## src/rtl/exc_irq_ctrl.sv

```systemverilog
// Exception/interrupt controller for the LEGv8 core: N_IRQ prioritised external
// lines plus an invalid-opcode trap, handshaked with the datapath via Exc/ExcAck.
module exc_irq_ctrl #(
    parameter int N_IRQ     = 4,
    parameter int ESTATUS_W = 4,
    parameter int EDGE_MODE = 1
) (
    input  logic                 clk,
    input  logic                 reset,
    input  logic [N_IRQ-1:0]     ExtIRQ,
    input  logic [N_IRQ-1:0]     IrqEn,
    input  logic                 InvalidOp,
    input  logic                 ERet,
    input  logic                 ExcAck,
    output logic                 Exc,
    output logic [ESTATUS_W-1:0] EStatus,
    output logic [N_IRQ-1:0]     ExtIAck,
    output logic [N_IRQ-1:0]     IrqPending,
    output logic                 InHandler,
    output logic                 DoubleFault
);

    typedef enum logic [1:0] {
        ST_IDLE = 2'd0,
        ST_PEND = 2'd1,
        ST_SERV = 2'd2
    } state_t;

    state_t                 r_state;
    state_t                 w_state_nxt;
    logic [N_IRQ-1:0]       r_pend;
    logic [N_IRQ-1:0]       r_prev;
    logic [N_IRQ-1:0]       r_iack;
    logic [2:0]             r_sel;
    logic                   r_sel_irq;
    logic [ESTATUS_W-1:0]   r_estatus;
    logic                   r_exc;
    logic                   r_inh;
    logic                   r_dfault;

    logic [N_IRQ-1:0]       w_req;
    logic [N_IRQ-1:0]       w_sel_onehot;
    logic [N_IRQ-1:0]       w_clr;
    logic [N_IRQ-1:0]       w_pend_nxt;
    logic [N_IRQ-1:0]       w_iack_nxt;
    logic [2:0]             w_lowest;
    logic [2:0]             w_sel_nxt;
    logic                   w_sel_irq_nxt;
    logic [ESTATUS_W-1:0]   w_estatus_nxt;
    logic                   w_dfault_nxt;

    // Lowest set index wins; returns 0 for an empty vector (caller gates on |v).
    function automatic logic [2:0] f_lowest(input logic [N_IRQ-1:0] v);
        logic [2:0] idx;
        idx = 3'd0;
        for (int k = N_IRQ - 32'sd1; k >= 32'sd0; k--) begin
            if (v[k]) begin
                idx = 3'(k);
            end else begin
                idx = idx;
            end
        end
        return idx;
    endfunction

    assign w_req        = r_pend & IrqEn;
    assign w_lowest     = f_lowest(w_req);
    assign w_sel_onehot = N_IRQ'(1'b1) << r_sel;

    // Next-state, cause selection, acknowledge and pending-vector update.
    always_comb begin
        w_state_nxt   = r_state;
        w_estatus_nxt = r_estatus;
        w_sel_nxt     = r_sel;
        w_sel_irq_nxt = r_sel_irq;
        w_iack_nxt    = '0;
        w_clr         = '0;
        w_dfault_nxt  = r_dfault;
        case (r_state)
            ST_IDLE: begin
                if (InvalidOp) begin
                    w_state_nxt   = ST_PEND;
                    w_estatus_nxt = ESTATUS_W'(4'd1);
                    w_sel_irq_nxt = 1'b0;
                end else if (|w_req) begin
                    w_state_nxt   = ST_PEND;
                    w_sel_nxt     = w_lowest;
                    w_sel_irq_nxt = 1'b1;
                    w_estatus_nxt = ESTATUS_W'(4'd8) + ESTATUS_W'(w_lowest);
                end else begin
                    w_state_nxt   = ST_IDLE;
                end
            end
            ST_PEND: begin
                if (ExcAck) begin
                    w_state_nxt = ST_SERV;
                    if (r_sel_irq) begin
                        w_iack_nxt = w_sel_onehot;
                        w_clr      = w_sel_onehot;
                    end else begin
                        w_iack_nxt = '0;
                    end
                end else begin
                    w_state_nxt = ST_PEND;
                end
            end
            ST_SERV: begin
                if (InvalidOp) begin
                    w_dfault_nxt = 1'b1;
                end else begin
                    w_dfault_nxt = r_dfault;
                end
                if (ERet) begin
                    w_state_nxt   = ST_IDLE;
                    w_estatus_nxt = '0;
                end else begin
                    w_state_nxt   = ST_SERV;
                end
            end
            default: begin
                w_state_nxt   = ST_IDLE;
                w_estatus_nxt = '0;
            end
        endcase
        // A new edge on the line being acknowledged survives the clear.
        if (EDGE_MODE != 32'sd0) begin
            w_pend_nxt = (r_pend & ~w_clr) | (ExtIRQ & ~r_prev);
        end else begin
            w_pend_nxt = ExtIRQ;
        end
    end

    // FSM state register.
    always_ff @(posedge clk or negedge reset) begin
        if (!reset) begin
            r_state <= ST_IDLE;
        end else begin
            r_state <= w_state_nxt;
        end
    end

    // Datapath registers; Exc/InHandler are registered decodes of the next state.
    always_ff @(posedge clk or negedge reset) begin
        if (!reset) begin
            r_pend    <= '0;
            r_prev    <= '0;
            r_iack    <= '0;
            r_sel     <= 3'd0;
            r_sel_irq <= 1'b0;
            r_estatus <= '0;
            r_exc     <= 1'b0;
            r_inh     <= 1'b0;
            r_dfault  <= 1'b0;
        end else begin
            r_pend    <= w_pend_nxt;
            r_prev    <= ExtIRQ;
            r_iack    <= w_iack_nxt;
            r_sel     <= w_sel_nxt;
            r_sel_irq <= w_sel_irq_nxt;
            r_estatus <= w_estatus_nxt;
            r_exc     <= (w_state_nxt == ST_PEND);
            r_inh     <= (w_state_nxt == ST_SERV);
            r_dfault  <= w_dfault_nxt;
        end
    end

    assign Exc         = r_exc;
    assign EStatus     = r_estatus;
    assign ExtIAck     = r_iack;
    assign IrqPending  = r_pend;
    assign InHandler   = r_inh;
    assign DoubleFault = r_dfault;

endmodule

```

## config.mk

```make
export PLATFORM = sky130hd
export DESIGN_NAME = exc_irq_ctrl
export DESIGN_NICKNAME = d
export VERILOG_FILES = /design/src/rtl/exc_irq_ctrl.sv
export SDC_FILE = /design/constraint.sdc
export NUM_CORES = 1
export LEC_CHECK = 0
export ABC_AREA = 1
export CAP_MARGIN = 15
export CORE_ASPECT_RATIO = 0.9
export CORE_UTILIZATION = 40
export CTS_CLUSTER_DIAMETER = 50
export DETAILED_ROUTE_END_ITERATION = 8
export PLACE_DENSITY = 0.73
export SLEW_MARGIN = 25
export SYNTH_ARGS = -nofsm -noshare
export SYNTH_HDL_FRONTEND = slang
export SYNTH_SLANG_ARGS = --single-unit
```

## constraint.sdc

```tcl
create_clock -name clk -period 1.1 [get_ports clk]
set_input_delay 0.22 -clock clk [delete_from_list [all_inputs] [get_ports clk]]
set_output_delay 0.22 -clock clk [all_outputs]
set_load 0.01 [all_outputs]
```

Word-level counts from Yosys, hierarchy flattened

Cells that the tools add are included.

Add/sub/neg operators: 1
Multiply operators: 0
Div/mod/pow operators: 0
Order comparisons: 0
Equal/unequal tests: 6
Shift-type cells: 1
Multiplexer cells: 18
Bitwise operators: 8
Reduce and logical (&&, ||, !) cells: 7

Operators by type and width:

| operator                                                               | count |
|---|---|
| 4-bit 2-to-1 mux                                                       | 6 |
| 4-bit bitwise AND                                                      | 3 |
| 4-bit one-hot mux with 3 select lines                                  | 1 |
| 2-bit 2-to-1 mux                                                       | 5 |
| 4-bit inverter                                                         | 2 |
| 2-bit one-hot mux with 3 select lines                                  | 1 |
| 3-bit AND reduction                                                    | 2 |
| 4-bit by 3-bit adder with 4-bit output (first input constant)          | 1 |
| 2-bit by 1-bit equality test with 1-bit output (second input constant) | 2 |
| 2-bit equality test (second input constant)                            | 2 |
| 1-bit 2-to-1 mux                                                       | 4 |
| 4-bit bitwise OR                                                       | 1 |
| 2-bit AND reduction                                                    | 2 |
| 4-bit OR reduction                                                     | 1 |
| 1-bit by 3-bit << shifter with 4-bit output (first input constant)     | 1 |
| 3-bit 2-to-1 mux                                                       | 1 |
| 3-bit != test (second input constant)                                  | 1 |
| 2-bit logical NOT                                                      | 1 |
| 2-bit != test (second input constant)                                  | 1 |
| 1-bit inverter                                                         | 2 |
| 2-bit nonzero test                                                     | 1 |

Flip-flop bits (word level): 25
Latch bits: 0
RAM bits: 0
Bits in read-only memories: 0
Input port bits: 13
Word-level logic and storage cells: 51
Memories kept: 0

Depth between registers and ports, before layout

Gate-level depths: netlist of the first run.

Depth in word-level cells: 9
Depth in mapped cells: 8

Least setup slack after synthesis of the first run

No wires, ideal clock.

Path type: reg-to-reg
Start point: register r_state[1]
End point: register r_sel[0]
Setup time: 0.118 ns
Data arrival time: 0.921 ns
Data required time: 0.982 ns
Setup slack: 0.061 ns
Cell stages (with the launch flop): 7
Path buffers: 0
Period minus slack after synthesis: 1.039 ns
Cell sequence: dfrtp_1 nor2_2 nand2_2 nor2_4 inv_2 nand2_1 o21ai_2

Cells in the longest elaborated chain, start to end: 2

Ends and longest elaborated chain:

| item                                 | RTL line | text |
|---|---|---|
| start, declared                      | 29       | `state_t r_state;` |
| start signal, assigned               | 138      | `r_state <= w_state_nxt;` |
| 2-bit logical NOT                    | 79       | `case (r_state)` |
| 3-bit AND reduction (no source line) | -        |  |
| end signal, assigned                 | 158      | `r_sel <= w_sel_nxt;` |
| end, declared                        | 34       | `logic [2:0] r_sel;` |

No other way between the ends.
A chain may end at the register's enable or synchronous reset.

Worst setup path after layout of the first run

Start point: register r_pend[3], in the netlist IrqPending[3]
End point: register r_exc, in the netlist Exc

Cells in the longest elaborated chain, start to end: 6

Ends and longest elaborated chain:

| item                                           | RTL line | text |
|---|---|---|
| start, declared                                | 31       | `logic [N_IRQ-1:0] r_pend;` |
| start signal, assigned                         | 155      | `r_pend <= w_pend_nxt;` |
| 4-bit bitwise AND                              | 66       | `assign w_req = r_pend & IrqEn;` |
| 4-bit OR reduction                             | 85       | `end else if (\|w_req) begin` |
| 1-bit 2-to-1 mux                               | 85       |  |
| 1-bit 2-to-1 mux                               | 81       | `if (InvalidOp) begin` |
| 2-bit one-hot mux with 3 select lines          | 79       |  |
| 2-bit by 1-bit equality test with 1-bit output | 161      | `r_exc <= (w_state_nxt == ST_PEND);` |
| end signal, assigned                           | 161      |  |
| end, declared                                  | 37       | `logic r_exc;` |

No other way between the ends.

==> metrics.md, run 1 <==
| Metric | Value |
|---|---|
| First-pass GRT wire length | 2.677 mm |
| Final core utilization | 0.5912 |
| PD cells | 2126 mW/mm² |
| Clk buf depth | 2 |
| GRT Util Overall | 0.1561 |
| Final setup fails | 8 |
| Synthesized flop and latch total | 23 |
| Leakage Power | 0.6349 nW |
| H-tree Lvls | 1 |
| Cell area after synthesis | 928.4 µm² |
| CTS Buf Count | 3 |
| Slew Limit Fails | 0 |
| Tmin final | 1.146 ns |
| Peak VDD IR | 1.393 mV |
| Setup crit start kind | register |
| Synth Area per Inst | 9.876 µm² |
| Vias after detailed routing | 726 |
| Pin count of the biggest net entering global routing | 24 |
| DRT iter0 DRCs | 12 |
| CP cell instances | buf_6, nand2_2, nand2_2, nor2_4, nand2_1, nand2_2, o21ai_1 |
| Die span in y | 47.71 µm |
| Number of port buffers | 26 |
| Nets@finish | 146 |
| Initial antenna violation count | 0 |
| Hold Buf Count CTS | 0 |
| Crit Path Max Fanout | 3 |
| GR Overflow Total | 0 |
| Crit path required time | 1.30 ns |
| CTS tree | yes |
| Mapped Nets | 107 |
| Final hold violation count | 0 |
| Placed wire-length estimate | 1.285 mm |
| Failing checks | negative setup slack |
| Initial Utilization | 0.4255 |
| Final Skew | 0.003925 ns |
| Fillers | 203 |
| Unrepaired setup endpoints after global routing | yes |
| Diode count | 0 |
| Share of layout cells above drive strength 1 | 0.3788 |
| CTS root buf | clkbuf_4 |
| Clk sinks | 23 |
| Core area | 0.002182 mm² |
| Max stage delay on crit path | 0.41 ns |
| Crit Path Class | reg2reg |
| Slowest-stage cell, CP | dfrtp_1 |
| Endpoint type of the worst setup path | register |
| Status | finished with violations |
| DRT Pass-1 Iters | 4 |
| Yosys warns | 0 |
| Die W | 52.78 µm |
| Crit path DAT | 1.34 ns |
| Max-Cap Viols | 0 |
| Setup ws final | -0.04568 ns |
| Sequential share of the synthesized area | 0.6199 |
| R2R depth | 7 |
| Fin crit share | 1.042 |
| Vias in the first global route | 610 |
| Die ar. | 0.002518 mm² |
| Gate Count Post-Synth | 94 |
| Antenna viol nets, final | 0 |
| Rows | 16 |
| Final instance area | 0.001290 mm² |
| Hold crit path type | in2async |
| Placer congestion estimate | 0.7758 |
| Most frequent CP cell | nand2_2 |
| Netlist cell types | 19 |
| Placed cell area | 0.001257 mm² |
| Final Power | 0.002742 W |
| EDFF count, synth | 0 |
| Drt via density | 4.566 |
| Fmax | 872.8 MHz |
| Worst skew pair latency | 0.30 ns |
| IO Pins | 28 |
| CTS clock-pin slew for the worst setup and hold paths | 0.12 ns |
| Wire per inst | 11.19 µm |
| Final wirelength | 1.779 mm |
| DRC violations left | 0 |
| Asr flop ratio synth | 1.000 |
| Area added between synthesis and finish | 38.95% |
| Dominant synthesized flop cell | dfrtp_1 |
## path summary, 6_finish.rpt
kind / startpoint / endpoint / slack, ns
setup / recovery: IrqPending[3] / Exc / -0.05
hold / removal: reset / r_state[0] / 0.25
setup reg to reg: IrqPending[3] / Exc / -0.05
hold reg to reg: r_prev[2] / IrqPending[2] / 0.42
max in group asynchronous: reset / r_prev[1] / 0.71
min in group clk: ExtIRQ[0] / r_prev[0] / 0.37
## kinds of logic after synthesis
| family | share of synthesized area |
|---|---|
| simple gates | 0.2453 |
| compound gates | 0.07817 |
| buf+inv | 0.05256 |
| flops | 0.6199 |
| other cells | 0.004039 |
## critical path: cells and delay by family (launching register included)
family / cells / cell delay (ns)
buf+inv: 1 / 0.12
compound gates: 1 / 0.06
flops: 1 / 0.41
simple gates: 5 / 0.43
## synth_stat cells (3+ instances only)
cell | number | area (µm²)
dfrtp_1 | 23 | 575.6
inv_1 | 8 | 30.03
inv_2 | 3 | 11.26
nand2_1 | 25 | 93.84
nand2_2 | 4 | 25.02
nand3_1 | 3 | 15.01
nor2_1 | 5 | 18.77
nor2_4 | 3 | 33.78
o21ai_1 | 10 | 50.05
## power breakdown
part           internal, W  switching (W)
Combinational     0.000479       0.000652
Sequential         0.00108       0.000162
Clock             0.000141       0.000230
Total              0.00170        0.00104
## cell usage in the layout, fill, tap and decap left out
cell and count:
dfrtp_1 23, nand2_1 20, buf_2 14, clkdlybuf4s50_1 12
o21ai_1 9, nand2_2 8, inv_1 7, buf_4 6
nor2_1 5, inv_2 4, nor2_4 3, nand3_2 3
clkbuf_4 3, nand2_4 2, o21ai_2 2, buf_6 2
nand3b_1 1, nor2_2 1, nand4_1 1, o21ai_0 1
a31o_2 1, nand3_1 1, conb_1 1, clkbuf_1 1
buf_12 1
## repair_timing
action,4_1_cts,5_1_grt
pin swaps,7,7
setup buffers,4,1
gates resized for setup,59,9
gates cloned,0,0
hold endpoints to repair,0,0
setup endpoints to repair,17,15
## stage by stage
step	TNS, ns	worst slack [ns]	cells	hold WS [ns]
2_1_floorplan	0	0.06146	94	-0.07559
3_3_place_gp	-2.345	-0.1987	150	0.3940
3_5_place_dp	-2.758	-0.2463	150	0.4011
4_1_cts	-0.4025	-0.07576	158	0.2460
5_1_grt	-1.020	-0.1192	159	0.2565
6_report	-0.2732	-0.04568	159	0.2473
## routing by layer
layer | vias to the layer above | wire length, µm | global-route usage | share of wire
met4 | 0 | 39 | 0.09474 | 0.022
met5 | - | 0 | 0 | 0
met3 | 4 | 61 | 0.01905 | 0.034
met2 | 17 | 897 | 0.2532 | 0.50
li1 | 371 | - | - | -
met1 | 334 | 780 | 0.2049 | 0.44
## final cells by class
| class | instances | area (µm²) | area share |
|---|---|---|---|
| inverter | 11 | 41.29 | 0.03201 |
| clock buffer | 4 | 26.28 | 0.02037 |
| sequential | 23 | 575.6 | 0.4462 |
| multi-input combinational | 59 | 335.3 | 0.2599 |
| tap | 27 | 33.78 | 0.02619 |
| timing repair buffer | 35 | 277.8 | 0.2153 |
## state kept, by name, indices dropped and copies added (netlist names), 2 cells and up
signal and cells:
EStatus 3, ExtIAck 4, IrqPending 4, r_prev 4, r_sel 2, r_state 2
Note: power is estimated with default switching activity, not from simulation.
==> run 2: changes to the inputs <==
CORE_MARGIN = 4   (was unset)
==> run 2 against run 1 <==
  * The flow still finishes with violations (negative setup slack)
  * Global-route usage down 2.4 points
  * Sequential share of layout area up 0.087 points
  * Wire length up 5.2%
  * Setup slack better by 0.023 ns
==> metrics.md, run 2 (synthesis gave the netlist of run 1 again) <==
| Metric | Value |
|---|---|
| Status | finished with violations |
| Failing checks | negative setup slack |
| Pre-CTS setup slack | -0.2306 ns |
| M1 WL | 820 µm |
| Commonest non-fill, non-tap cell in the layout | dfrtp_1 |
| Fmax | 890.9 MHz |
| DRC violations left | 0 |
| Endpoint type of the worst setup path | register |
| Pin count of the biggest net entering global routing | 24 |
| Final wirelength | 1.871 mm |
| First-pass GRT wire length | 3.091 mm |
| Share of layout cells above drive strength 1 | 0.3615 |
| CP cell instances | buf_6, nand2_4, nand2_4, nor2_4, nand2_1, nand2_2, nand2_1, nand2_1 |
| Final setup fails | 8 |
| Clk sinks | 23 |
| Vias in the first global route | 712 |
| Final hold violation count | 0 |
| Most frequent CP cell | nand2_1 |
| Nets@finish | 144 |
| Max-Cap Viols | 0 |
| Tmin final | 1.122 ns |
| Die W | 58.78 µm |
| Area added between synthesis and finish | 38.68% |
| Leakage Power | 0.6369 nW |
| Core area | 0.002202 mm² |
| Final Skew | 0.006567 ns |
| IO Pins | 28 |
| Hold slack | 0.2384 ns |
| Switch Pwr | 0.001056 W |
| Vias after detailed routing | 728 |
| Setup ws final | -0.02248 ns |
| H-tree Lvls | 1 |
| Hold crit path type | in2async |
| Setup crit start kind | register |
| Peak VDD IR | 1.157 mV |
| Initial antenna violation count | 0 |
| GRT Util Overall | 0.1320 |
| CTS root buf | clkbuf_4 |
| Crit Path Class | reg2reg |
| Placer congestion estimate | 0.7954 |
| Diode count | 0 |
| Die span in y | 53.71 µm |
| DRT Pass-1 Iters | 4 |
| Max stage delay on crit path | 0.41 ns |
| Placed wire-length estimate | 1.374 mm |
| Number of port buffers | 26 |
| Flop pwr share | 0.447 |
| P_int | 0.001692 W |
| Top Layer Used | met4 |
| Clk buf depth | 2 |
| Met2 WL post-DR | 914 µm |
| Clock group share of total power | 0.141 |
| Crit path required time | 1.36 ns |
| Combinational group share of total power | 0.412 |
| CTS tree | yes |
| Final Power | 0.002747 W |
| Hold Buf Count CTS | 0 |
| PD cells | 2134 mW/mm² |
| Commonest cells after routing, fill and taps aside | dfrtp_1, nand2_1, buf_2 |
| Antenna viol nets, final | 0 |
| Crit path DAT | 1.39 ns |
| Crit Path Max Fanout | 3 |
| Slowest-stage cell, CP | dfrtp_1 |
| Slew Limit Fails | 0 |
| GR Overflow Total | 0 |
| Die ar. | 0.003157 mm² |
| Initial Utilization | 0.4216 |
| Drt via density | 4.637 |
| DRT iter0 DRCs | 11 |
| Met3 WL | 100 µm |
| CTS Buf Count | 3 |
| Rows | 16 |
| Wire per inst | 11.92 µm |
| Unrepaired setup endpoints after global routing | yes |
| Fin crit share | 1.020 |
| CTS clock-pin slew for the worst setup and hold paths | 0.12 ns |
| Switching Share | 0.3843 |
| Worst skew pair latency | 0.31 ns |
## run 2: power by group through the flow
stage	sequential, W	combinational [W]	clock, W
2_1_floorplan	0.00130	0.000572	0
5_1_grt	0.00126	0.00127	0.000434
6_report	0.00123	0.00113	0.000387
4_1_cts	0.00122	0.00110	0.000392
3_5_place_dp	0.00125	0.00115	0
3_3_place_gp	0.00125	0.00113	0
## run 2: stage by stage
stage / instance area [µm²] / TNS [ns] / utilization / std cells
6_report: 1287 / -0.1073 / 0.5847 / 157
3_3_place_gp: 1257 / -2.303 / 0.5710 / 150
4_1_cts: 1257 / -0.1228 / 0.5710 / 157
2_1_floorplan: 928.4 / 0 / - / 94
5_1_grt: 1287 / -1.139 / 0.5847 / 157
3_5_place_dp: 1257 / -2.566 / 0.5710 / 150
## run 2: cell type report
cell class | count | area (µm²)
inverter | 11 | 41.29
sequential | 23 | 575.6
tap | 27 | 33.78
timing repair buffer | 33 | 262.8
multi-input combinational | 59 | 347.8
clock buffer | 4 | 26.28
fill | 201 | 914.6
## run 2: repair_timing
action | in CTS | in global routing
buffers inserted | 3 | 1
gates cloned | 0 | 0
gates resized for setup | 63 | 8
setup endpoints to repair | 17 | 18
pin swaps | 4 | 7
## run 2: path summary, 6_finish.rpt
check / from / end / slack, ns / cells after the start
setup / recovery: IrqPending[0] / r_sel_irq / -0.02 / 8
hold / removal: reset / Exc / 0.24 / 2
setup reg to reg: IrqPending[0] / r_sel_irq / -0.02 / 8
hold reg to reg: r_prev[3] / IrqPending[3] / 0.42 / 1
max in group asynchronous: reset / IrqPending[3] / 0.72 / 2
min in group clk: ExtIRQ[0] / r_prev[0] / 0.36 / 1
## run 2: critical path: cells and delay by family (launching register included)
kind                   cells  cell delay, ns
buffers and inverters      1            0.13
flip-flops                 1            0.41
AND/OR/NAND/NOR            7            0.55
## run 2: routing by layer
| metal | GRT usage | vias to the layer above |
|---|---|---|
| li1 | - | 371 |
| met2 | 0.2169 | 20 |
| met3 | 0.02878 | 5 |
| met1 | 0.1644 | 332 |
| met5 | 0 | - |
| met4 | 0.06792 | 0 |
==> run 3: changes to the inputs <==
SKIP_LAST_GASP = 1   (was unset)
==> run 3 against run 2 <==
  * The flow still finishes with violations (negative setup slack)
  * Fmax decreased by 0.88%
  * Combinational power about the same
  * Count of clock-buffer cells in the layout unchanged
  * Final area decreased by 1.1%
  * Utilization decreased by 0.63 points
  * Sequential power about the same
  * Critical path type unchanged
  * Critical endpoint unchanged
  * Largest cell class unchanged
==> metrics.md, run 3 (synthesis gave the netlist of run 1 again) <==
| Metric | Value |
|---|---|
| Rows | 16 |
| Status | finished with violations |
| Flop pwr share | 0.452 |
| Share of layout cells above drive strength 1 | 0.3385 |
| Commonest cells after routing, fill and taps aside | dfrtp_1, nand2_1, buf_2 |
| CTS tree | yes |
| Crit Path Class | reg2reg |
| Final Skew | 0.008544 ns |
| Hold crit path type | in2async |
| Vias in the first global route | 710 |
| GR Overflow Total | 0 |
| Number of port buffers | 26 |
| Final core utilization | 0.5784 |
| DRT Pass-1 Iters | 4 |
| Crit path required time | 1.36 ns |
| Antenna viol nets, final | 0 |
| Switching Share | 0.3789 |
| Drt via density | 4.631 |
| First-pass GRT wire length | 3.077 mm |
| Final instance area | 0.001274 mm² |
| Leakage Power | 0.6289 nW |
| Combinational group share of total power | 0.409 |
| Tmin final | 1.132 ns |
| Worst skew pair latency | 0.31 ns |
| Reg2reg start | IrqPending[2] |
| Nets@finish | 144 |
| Die ar. | 0.003157 mm² |
| Final hold violation count | 0 |
| Placed cell area | 0.001257 mm² |
| Commonest non-fill, non-tap cell in the layout | dfrtp_1 |
| Placed wire-length estimate | 1.374 mm |
| Wire per inst | 11.59 µm |
| Register area | 575.6 µm² |
| Initial Utilization | 0.4216 |
| Setup crit start kind | register |
| Max-Cap Viols | 0 |
| Unrepaired setup endpoints after global routing | yes |
| Placer congestion estimate | 0.7954 |
| CTS clock-pin slew for the worst setup and hold paths | 0.12 ns |
| Crit path DAT | 1.39 ns |
| Failing checks | negative setup slack |
| Switch Pwr | 0.001030 W |
| Setup ws final | -0.03244 ns |
| Fmax | 883.1 MHz |
| Area of the multi-input gates | 334.1 µm² |
| Final setup fails | 6 |
| R2R depth | 7 |
| Final wirelength | 1.820 mm |
| Fillers | 201 |
| Endpoint type of the worst setup path | register |
| Hold Buf Count CTS | 0 |
| Clk buf depth | 2 |
| CTS root buf | clkbuf_4 |
| IO Pins | 28 |
| Slew Limit Fails | 0 |
| Area added between synthesis and finish | 37.20% |
| Die span in y | 53.71 µm |
| CTS Buf Count | 3 |
| Initial antenna violation count | 0 |
| Fin crit share | 1.029 |
| H-tree Lvls | 1 |
| PD cells | 2134 mW/mm² |
| Pin count of the biggest net entering global routing | 24 |
| Hold slack | 0.2374 ns |
| Diode count | 0 |
| CP startpoint | IrqPending[2] |
| Peak VDD IR | 1.152 mV |
| GRT Util Overall | 0.1315 |
| P_int | 0.001688 W |
| Die W | 58.78 µm |
| Crit Path Max Fanout | 3 |
| DRC violations left | 0 |
| Vias after detailed routing | 727 |
| DRT iter0 DRCs | 14 |
| Final Power | 0.002719 W |
| Clock group share of total power | 0.140 |
| Core area | 0.002202 mm² |
| Clk sinks | 23 |
## run 3: cell counts in the layout (fill, tap and decap cells not counted)
No cell type changed its count.
## run 3: final timing paths
path / endpoint / slack (ns)
worst max-delay path: r_sel_irq / -0.03
worst min-delay path: DoubleFault / 0.24
worst max register to register: r_sel_irq / -0.03
worst min register to register: IrqPending[3] / 0.42
max in group asynchronous: ExtIAck[1] / 0.71
min in group clk: r_prev[0] / 0.37
## run 3: routing by layer
layer | vias to the layer above | GRT usage | wire [µm]
li1 | 369 | - | -
met1 | 334 | 0.1644 | 806
met2 | 19 | 0.2151 | 879
met3 | 5 | 0.02878 | 97
met4 | 0 | 0.06792 | 36
met5 | - | 0 | 0
## run 3: area by class of cell
type                    count  share of cell area
well taps                  27             0.02652
flip-flops and latches     23              0.4519
multi-input cells          59              0.2623
clock buffers               4             0.02063
repair buffers             33              0.2063
inverters                  11             0.03242
## run 3: worst max-delay path, cell delays in order (launching register included)
cell	delay, ns
dfrtp_1	0.42
nand2_1	0.15
nand2_4	0.08
nor2_4	0.16
nand2_1	0.09
nand2_2	0.08
nand2_1	0.06
nand2_1	0.05
## run 3: metrics by stage
step	std cells	setup WS [ns]	setup TNS, ns
global route	157	-0.1582	-1.244
global placement	150	-0.1986	-2.303
detailed placement	150	-0.2306	-2.566
floorplan	94	0.06146	0
finish	157	-0.03244	-0.1613
CTS	157	-0.05281	-0.2184
## run 3: what timing repair did
| item | 4_1_cts | 5_1_grt |
|---|---|---|
| pin swaps | 4 | 4 |
| resized for setup | 59 | 8 |
| setup endpoints to repair | 17 | 18 |
| cloned | 0 | 0 |
| buffers inserted | 3 | 0 |
## run 3: power groups by stage
stage / registers [W] / logic (W) / clock network [W]
2_1_floorplan: 0.00130 / 0.000572 / 0
6_report: 0.00123 / 0.00111 / 0.000379
5_1_grt: 0.00126 / 0.00125 / 0.000432
4_1_cts: 0.00122 / 0.00109 / 0.000392
3_3_place_gp: 0.00125 / 0.00113 / 0
3_5_place_dp: 0.00125 / 0.00115 / 0
